==> src/rtl/output_port_serializer_if.sv <==
// Output-port serializer bus: nibble writes, clear-to-send in, serial line and status out.
// The master drives nibbles and flow control; the slave is the serializer itself.
interface output_port_serializer_if #(
    parameter int DEPTH = 4
);
    logic [3:0]               nib_in;
    logic                     nib_we;
    logic                     cts;
    logic                     clr_overflow;
    logic                     tx;
    logic                     busy;
    logic [$clog2(DEPTH):0]   fifo_count;
    logic                     overflow;

    modport master (
        output nib_in, nib_we, cts, clr_overflow,
        input  tx, busy, fifo_count, overflow
    );

    modport slave (
        input  nib_in, nib_we, cts, clr_overflow,
        output tx, busy, fifo_count, overflow
    );
endinterface

==> src/rtl/output_port_serializer.sv <==
// Queues o_reg nibbles in a FIFO and sends each as a start/4-data/even-parity/stop frame, DIV cycles per bit.
// Latency: tx falls one edge after the capturing write; a full FIFO drops writes (sticky overflow) unless popped that edge.
module output_port_serializer #(
    parameter int DIV   = 4,
    parameter int DEPTH = 4
) (
    input  logic                     clk,
    input  logic                     reset,
    output_port_serializer_if.slave  bus
);
    localparam int AW = $clog2(DEPTH);
    localparam int CW = (DIV > 1) ? $clog2(DIV) : 1;

    typedef enum logic [2:0] {IDLE, START, DATA, PARITY, STOP} state_t;

    state_t         state_q, state_d;
    logic [CW-1:0]  cyc_q, cyc_d;
    logic [1:0]     bit_q, bit_d;
    logic [3:0]     sh_q, sh_d;
    logic           tx_q, tx_d;
    logic [3:0]     mem_q [DEPTH];
    logic [3:0]     mem_d [DEPTH];
    logic [AW-1:0]  wr_ptr_q, wr_ptr_d;
    logic [AW-1:0]  rd_ptr_q, rd_ptr_d;
    logic [AW:0]    cnt_q, cnt_d;
    logic           ovf_q, ovf_d;

    logic           pop, push, drop, cyc_end;

    assign cyc_end = (cyc_q == CW'(DIV - 1));
    // Pops happen only from IDLE, which guarantees the idle-high cycle between frames.
    assign pop  = (state_q == IDLE) && (cnt_q != '0) && bus.cts;
    assign push = bus.nib_we && ((cnt_q != (AW+1)'(DEPTH)) || pop);
    assign drop = bus.nib_we && !push;

    always_comb begin
        mem_d    = mem_q;
        wr_ptr_d = wr_ptr_q;
        rd_ptr_d = rd_ptr_q;
        cnt_d    = cnt_q;
        ovf_d    = ovf_q;
        if (push) begin
            mem_d[wr_ptr_q] = bus.nib_in;
            wr_ptr_d        = wr_ptr_q + AW'(1);
        end
        if (pop) begin
            rd_ptr_d = rd_ptr_q + AW'(1);
        end
        case ({push, pop})
            2'b10:   cnt_d = cnt_q + (AW+1)'(1);
            2'b01:   cnt_d = cnt_q - (AW+1)'(1);
            default: cnt_d = cnt_q;
        endcase
        // A drop on the same edge as a clear keeps the flag set.
        if (drop) begin
            ovf_d = 1'b1;
        end else if (bus.clr_overflow) begin
            ovf_d = 1'b0;
        end
    end

    always_comb begin
        state_d = state_q;
        cyc_d   = cyc_q;
        bit_d   = bit_q;
        sh_d    = sh_q;
        if (state_q == IDLE) begin
            if (pop) begin
                state_d = START;
                cyc_d   = '0;
                bit_d   = '0;
                sh_d    = mem_q[rd_ptr_q];
            end
        end else if (!cyc_end) begin
            cyc_d = cyc_q + CW'(1);
        end else begin
            cyc_d = '0;
            case (state_q)
                START:  state_d = DATA;
                DATA: begin
                    if (bit_q == 2'd3) begin
                        state_d = PARITY;
                    end else begin
                        bit_d = bit_q + 2'd1;
                    end
                end
                PARITY: state_d = STOP;
                default: state_d = IDLE;
            endcase
        end
    end

    // tx is registered, so it is decoded from the state being entered.
    always_comb begin
        tx_d = 1'b1;
        case (state_d)
            START:   tx_d = 1'b0;
            DATA:    tx_d = sh_d[bit_d];
            PARITY:  tx_d = ^sh_d;
            default: tx_d = 1'b1;
        endcase
    end

    always_ff @(posedge clk or negedge reset) begin
        if (!reset) begin
            state_q  <= IDLE;
            cyc_q    <= '0;
            bit_q    <= '0;
            sh_q     <= '0;
            tx_q     <= 1'b1;
            wr_ptr_q <= '0;
            rd_ptr_q <= '0;
            cnt_q    <= '0;
            ovf_q    <= 1'b0;
            for (int i = 0; i < DEPTH; i++) begin
                mem_q[i] <= '0;
            end
        end else begin
            state_q  <= state_d;
            cyc_q    <= cyc_d;
            bit_q    <= bit_d;
            sh_q     <= sh_d;
            tx_q     <= tx_d;
            wr_ptr_q <= wr_ptr_d;
            rd_ptr_q <= rd_ptr_d;
            cnt_q    <= cnt_d;
            ovf_q    <= ovf_d;
            mem_q    <= mem_d;
        end
    end

    assign bus.tx         = tx_q;
    assign bus.busy       = (state_q != IDLE);
    assign bus.fifo_count = cnt_q;
    assign bus.overflow   = ovf_q;
endmodule

==> src/flat_wrapper.sv <==
// flat-port wrapper written by rule: the top's interface ports become plain ports
module output_port_serializer_flat 
#(
    parameter int DIV   = 4,
    parameter int DEPTH = 4
)
  (clk, reset, bus_nib_in, bus_nib_we, bus_cts, bus_clr_overflow, bus_tx, bus_busy, bus_fifo_count, bus_overflow);
  output_port_serializer_if #(.DEPTH(DEPTH)) bus_i ();
  input  logic clk;
  input  logic reset;
  input wire logic [$bits(bus_i.nib_in)-1:0] bus_nib_in;
  input wire logic [$bits(bus_i.nib_we)-1:0] bus_nib_we;
  input wire logic [$bits(bus_i.cts)-1:0] bus_cts;
  input wire logic [$bits(bus_i.clr_overflow)-1:0] bus_clr_overflow;
  output wire logic [$bits(bus_i.tx)-1:0] bus_tx;
  output wire logic [$bits(bus_i.busy)-1:0] bus_busy;
  output wire logic [$bits(bus_i.fifo_count)-1:0] bus_fifo_count;
  output wire logic [$bits(bus_i.overflow)-1:0] bus_overflow;
  assign bus_i.nib_in = bus_nib_in;
  assign bus_i.nib_we = bus_nib_we;
  assign bus_i.cts = bus_cts;
  assign bus_i.clr_overflow = bus_clr_overflow;
  assign bus_tx = bus_i.tx;
  assign bus_busy = bus_i.busy;
  assign bus_fifo_count = bus_i.fifo_count;
  assign bus_overflow = bus_i.overflow;
  output_port_serializer #(.DIV(DIV), .DEPTH(DEPTH)) u_core (.clk(clk), .reset(reset), .bus(bus_i));
endmodule
==> config.mk <==
export PLATFORM = sky130hd
export DESIGN_NAME = output_port_serializer_flat
export DESIGN_NICKNAME = d
export VERILOG_FILES = /design/src/rtl/output_port_serializer_if.sv /design/src/rtl/output_port_serializer.sv /design/src/flat_wrapper.sv
export SDC_FILE = /design/constraint.sdc
export NUM_CORES = 1
export LEC_CHECK = 0
export BUFFER_PORTS_ARGS = -buffer_cell sky130_fd_sc_hd__buf_2
export CORE_MARGIN = 4
export CORE_UTILIZATION = 50
export DETAILED_ROUTE_END_ITERATION = 10
export MAX_ROUTING_LAYER = met4
export PLACE_DENSITY = 0.82
export SLEW_MARGIN = 20
export SYNTH_ARGS = -nofsm -noshare
export SYNTH_HDL_FRONTEND = slang
export SYNTH_SLANG_ARGS = --single-unit
==> constraint.sdc <==
create_clock -name clk -period 2 [get_ports clk]
set_clock_uncertainty 0.05 [all_clocks]
set_input_delay 0.2 -clock clk [delete_from_list [all_inputs] [get_ports clk]]
set_output_delay 0.2 -clock clk [all_outputs]
set_load 0.005 [all_outputs]
### Word level (Yosys, flattened, before mapping)

Cells that the tools add are included.

| storage, ports and cells | value |
|---|---|
| word-level logic and storage cells | 77 |
| bits in registers | 36 |
| output and inout bits | 6 |

| operators by class | value |
|---|---|
| magnitude comparators | 4 |
| reduce and logical (&&, ||, !) cells | 13 |
| equal/unequal tests | 12 |
| add/sub/neg operators | 6 |
| mux-type cells | 27 |
| bitwise logic cells | 2 |

Operators with widths:

| operator | number |
|---|---|
| 4-bit two-way mux | 5 |
| 16-bit bitwise mux | 1 |
| 2-bit two-way mux | 8 |
| 3-bit by 2-bit == test with 1-bit output (second input constant) | 4 |
| 3-bit two-way mux | 4 |
| 3-bit case mux with 3 select lines | 1 |
| 2-bit by 1-bit adder with 2-bit output (second input constant) | 4 |
| 4-bit binary-select mux with 2-bit select | 1 |
| 4-bit demux with 2-bit select | 1 |
| 2-bit == test (second input constant) | 3 |
| 3-bit by 1-bit == test with 1-bit output (second input constant) | 2 |
| 3-bit >= comparator (second input constant) | 2 |
| 2-bit inverter with 3-bit output | 2 |
| 3-bit case mux with 2 select lines | 1 |
| 3-bit nonzero test | 2 |
| 1-bit logical AND | 5 |
| 2-bit nonzero test | 2 |
| 4-bit parity | 1 |
| 3-bit by 1-bit adder with 3-bit output (second input constant) | 1 |
| 3-bit zero test | 1 |
| 2-bit by 3-bit < comparator with 1-bit output (second input constant) | 1 |
| 3-bit by 1-bit < comparator with 1-bit output (second input constant) | 1 |
| 1-bit two-way mux | 3 |
| 3-bit != test (second input constant) | 1 |
| other kinds (7) | 7 |

### Longest topological paths before layout

| logic depth | value |
|---|---|
| word-level depth | 9 |
| mapped depth | 9 |
| depth with buffers taken out | 7 |

### Least setup slack after synthesis

Ideal clock, no wire load.

| timing | value |
|---|---|
| path kind | register -> register |
| start | register u_core.state_q[0] |
| end | register u_core.cnt_q[2], in the netlist u_core.bus.fifo_count[2] |
| data required time | 1822 ps |
| stages on the path, launching flop included | 10 |
| arrival | 1923 ps |
| setup slack | -101 ps |
| path buffers | 2 |
| library setup time | 128 ps |
| cells stage by stage | dfrtp_1 > buf_6 > nor3_4 > inv_2 > nor2_2 > buf_4 > nand2_1 > fa_1 > mux2_2 > xnor2_1 |

| between the ends | value |
|---|---|
| word-level cells in the longest chain between the ends | 7 |
| elaborated cells between the ends (all ways) | 9 |
| classes of those cells | eq/ne (2); mux (1); reduce/logical (6) |

Ends and longest elaborated chain:

| item | line | source |
|---|---|---|
| start: declaration | output_port_serializer.sv:16 | `state_t state_q, state_d;` |
| start signal: assignment | output_port_serializer.sv:119 | `state_q <= state_d;` |
| 3-bit zero test * | output_port_serializer.sv:32 | `assign pop = (state_q == IDLE) && (cnt_q != '0) && bus.cts;` |
| 1-bit logical AND * (2 in a row) | output_port_serializer.sv:32 |  |
| 1-bit logical OR | output_port_serializer.sv:33 | `assign push = bus.nib_we && ((cnt_q != (AW+1)'(DEPTH)) \|\| pop);` |
| 1-bit logical AND | output_port_serializer.sv:33 |  |
| 2-bit by 1-bit == test with 1-bit output or 2-bit == test (tied branches) | output_port_serializer.sv:49 | `case ({push, pop})` |
| 3-bit case mux with 2 select lines or 2-bit nonzero test (tied branches) | -- |  |
| end signal: assignment | output_port_serializer.sv:126 | `cnt_q <= cnt_d;` |
| end: declaration | output_port_serializer.sv:25 | `logic [AW:0] cnt_q, cnt_d;` |

Every way passes the cells marked *; elsewhere a longest branch is shown, timed or not.
A chain may end at the register's enable or synchronous reset.

### Worst setup path after layout

| timing | value |
|---|---|
| start | register u_core.state_q[1] |
| end | register u_core.tx_q, in the netlist u_core.bus.tx |

| between the ends | value |
|---|---|
| word-level cells in the longest chain between the ends | 8 |
| elaborated cells between the ends (all ways) | 24 |
| classes of those cells | eq/ne (6); mux (14); reduce/logical (4) |

Ends and longest elaborated chain:

| item | line | source |
|---|---|---|
| 3-bit zero test * | output_port_serializer.sv:32, output_port_serializer.sv:67 |  |
| 1-bit logical AND (2 in a row) | output_port_serializer.sv:32 |  |
| 4-bit two-way mux | output_port_serializer.sv:68 | `if (pop) begin` |
| 4-bit two-way mux * | output_port_serializer.sv:67 | `if (state_q == IDLE) begin` |
| net u_core.sh_d[0] | output_port_serializer.sv:19 | `logic [3:0] sh_q, sh_d;` |
| 1-bit binary-select mux with 2-bit select | output_port_serializer.sv:98 | `DATA: tx_d = sh_d[bit_d];` |
| 1-bit two-way mux (not written as such) | output_port_serializer.sv:98 |  |
| 1-bit case mux with 3 select lines * | output_port_serializer.sv:96 | `case (state_d)` |
| net u_core.tx_d | output_port_serializer.sv:20 | `logic tx_q, tx_d;` |
| end signal: assignment | output_port_serializer.sv:123 | `tx_q <= tx_d;` |
| end: declaration | output_port_serializer.sv:20 |  |

Mark *: on every way through the listed nets, which the timed path passes. The rest lies on a longest branch. The select of a mux whose other input is x is not followed.

==> impl_metrics.toml <==
[status]
outcome = "finished, final reports clean"

[worst_setup_path]
crit_path_end_kind = "flip-flop"
r2r-end = "u_core.bus.tx"
arrival_ps = 2130
r2r_start = "u_core.state_q[1]"
crit_slowest_cell = "dfrtp_1"
crit_type = "reg2reg"
crit_path_start_kind = "flip-flop"
cp_slowest_stage_delay_ps = 410
reg2reg_depth = 8
crit_required_ps = 2170
reg2reg_slack_ps = 40
path_cells = "nor3_4, inv_2, nor2_4, buf_4, mux2_2, xnor2_2, xnor2_1, o21ai_1"
crit_fanout = 5

[layout]
synthToLayoutAreaGrowth_pct = 17.0
fillers = 268
fin_nets = 188
antenna_cells = 0
drive_above_1_share_pct = 41.0

[synth]
yosys_warnings = 0
synth_area_leaders = "dfrtp_1 (48%), mux2_2 (11%), mux4_2 (4.9%)"
syn_area_sq_um = 1830
synth-compound-area-share_pct = 7.27
yosys.area_share.adder_pct = 4.52
synthCells = 145
muxShareOfSynthArea_pct = 20.7
yosys.cell_types.count = 38
synth.net_count = 160
yosysTopAreaCell = "dfrtp_1"
ys_seq_area_share_pct = 49.4
synth_top_family_by_area = "multiplexers"
avgSynthCellArea_sq_um = 12.6
yosysTopAreaCellShare_pct = 48.0
synth-xor-area-share_pct = 4.25
synthSimpleGateAreaFrac_pct = 9.12
synth-seq-cells = 36

[pwr]
power_density_nw_per_um2 = 1710
peakVddDrop_v = 0.000728
leakage_nw = 0.962

[timing]
period_share_pct = 97.9
finalSetupViolCount = 0
finalHoldViolCount = 0
worst_slew_pin_slew_ps = 790
relSlewSlack_pct = 47.3
rsz0062_at_grt = "true"
holdWs_ps = 62.4
finalCriticalPeriod_ps = 1960
setup_ws_ps = 41.8
slew_violations = 0
max_clock_freq_mhz = 511

[route]
drt_iter0_drc = 29
totalWireLength_mm = 3.55
drc = 0
ant_nets = 0
vias = 1191
avgRoutedWirePerCell_microns = 16.2
avgViaCountPerCell = 5.44
dr.pass1.iters = 4

[global_route]
grt_antenna_before_repair = 0
met3_usage_pct = 5.42
grt_max_degree = 37
track_usage_pct = 17.4
grt_pass1_wl_mm = 5.60
grt_remaining_overflow = 0
gr-usage-met1_pct = 18.4
busiest_layer = "met2"
grtUsageMet2_pct = 29.8
grt_pass1_vias = 1232

[clock_tree]
cts_tree = "done"
cts_sinks = 36
cts-root-buf = "clkbuf_8"
clkTransAtPathRegs_ps = 70
cts_buffers = 5
htree_levels = 2
clk_latency_ps = 290
clockBufferDepth = 2

[min_path]
whs_endpoint = "u_core.bus.overflow"
hold_depth = 2
min_from = "bus_clr_overflow"
min_path_type = "in2reg"

[placement]
io_buffers = 14
dp_hpwl_mm = 2.56
pre_cts_ws_ps = 32.0
gp_congestion = 0.859

[floorplan]
die_w_microns = 68.4
core_sq_um = 3440
ios = 15
initial_utilization_pct = 53.0
fp.dieH_microns = 68.4
rows = 21
die_area_sq_um = 4680

[run]
drv_cap = 0
-- worst max-delay path by stage --
stage                            from                  endpoint  depth (start not counted)
global placement    u_core.state_q[1]  u_core.bus.fifo_count[2]                          7
CTS                 u_core.state_q[1]  u_core.bus.fifo_count[2]                          7
finish              u_core.state_q[1]             u_core.bus.tx                          8
global route        u_core.state_q[1]             u_core.bus.tx                          8
detailed placement  u_core.state_q[1]  u_core.bus.fifo_count[2]                          7
floorplan           u_core.state_q[1]  u_core.bus.fifo_count[2]                          9
-- placed cells by master (no fill, tap or decap), types with 2 or more instances in the layout --
cell,count
dfrtp_1,34
mux2_2,17
buf_2,14
nand2_1,13
buf_4,12
inv_1,9
clkbuf_8,7
o21ai_0,6
xnor2_1,6
ha_1,5
nand3_1,4
mux4_2,4
mux2_1,4
nor2_1,3
mux2i_1,3
xnor2_2,2
nor3_1,2
o31ai_1,2
o22ai_1,2
-- sequential cells by signal (all words and copies together) (netlist names) --
name                   flops
u_core.state_q             3
u_core.sh_q                4
u_core.bus.overflow        1
u_core.cyc_q               2
u_core.bus.tx              1
u_core.rd_ptr_q            2
u_core.mem_q              16
u_core.wr_ptr_q            2
u_core.bit_q               2
u_core.bus.fifo_count      3
-- critical path, delay by kind of cell, from the launching register on --
kind	cells	cell delay, ps
buf+inv	2	240
flops	1	410
xor+xnor	2	280
compound gates	1	150
mux	1	360
simple gates	2	400
-- layer usage --
layer	share of wire, %	vias up
met2	56	17
met1	39	608
met4	1.7	0
met5	0	-
li1	-	560
met3	2.8	6
-- Yosys cell counts, drive strengths merged --
cell	instances
o22ai	2
o31ai	3
o2111ai	1
a21oi	1
fa	1
mux2	22
nand4	1
nand2b	1
mux4	4
buf	5
mux2i	4
and4bb	1
o21ai	7
or2	1
dfstp	1
nand2	14
a41oi	1
nor2	4
nor3	3
nor2b	1
inv	10
xnor2	8
a32o	1
o211a	1
dfrtp	35
or3	1
and2	1
ha	5
clkbuf	1
nand3	4
-- layout make-up --
type / instances / area (sq um) / share of cell area (%)
Inverter: 10 / 37.5 / 1.76
Clock buffer: 7 / 96.3 / 4.51
Tap cell: 46 / 57.6 / 2.69
Sequential cell: 36 / 903 / 42.3
Timing Repair Buffer: 27 / 170 / 7.97
Multi-Input combinational cell: 93 / 871 / 40.8
-- power by group --
part / internal (W) / leakage (nW) / switching [W] / total [W]
Combinational: 0.000919 / 0.479 / 0.000770 / 0.00169
Sequential: 0.00111 / 0.433 / 0.000289 / 0.00140
Clock: 0.000307 / 0.0503 / 0.000250 / 0.000556
-- through the flow --
| step | utilization (%) | power, W | cells | instance area (sq um) | TNS [ps] |
|---|---|---|---|---|---|
| floorplan | - | 0.00259 | 145 | 1850 | -25.7 |
| global placement | 57.9 | 0.00288 | 209 | 1990 | 0 |
| detailed placement | 57.9 | 0.00302 | 209 | 1990 | 0 |
| CTS | 61.0 | 0.00357 | 217 | 2100 | 0 |
| global route | 62.1 | 0.00389 | 219 | 2140 | -55.7 |
| finish | 62.1 | 0.00364 | 219 | 2140 | 0 |
-- timing repair --
item                                   4_1_cts  5_1_grt
resized for setup                            0        5
buffers inserted                             0        2
setup endpoints to repair                    0        6
endpoints found under the hold margin       35        0
hold buffers                                 1        0
-- logic make-up (layout without fill, tap and decap cells) --
logic type / count (synthesis) / count (layout)
buffers and inverters: 16 / 44
and+or+nand+nor: 32 / 32
muxes: 30 / 30
DFF: 36 / 36
adders and majority gates: 6 / 6
xor gates and xnor gates: 8 / 8
AOI/OAI and AO/OA: 17 / 17
Note: power is estimated with default switching activity, not from simulation.
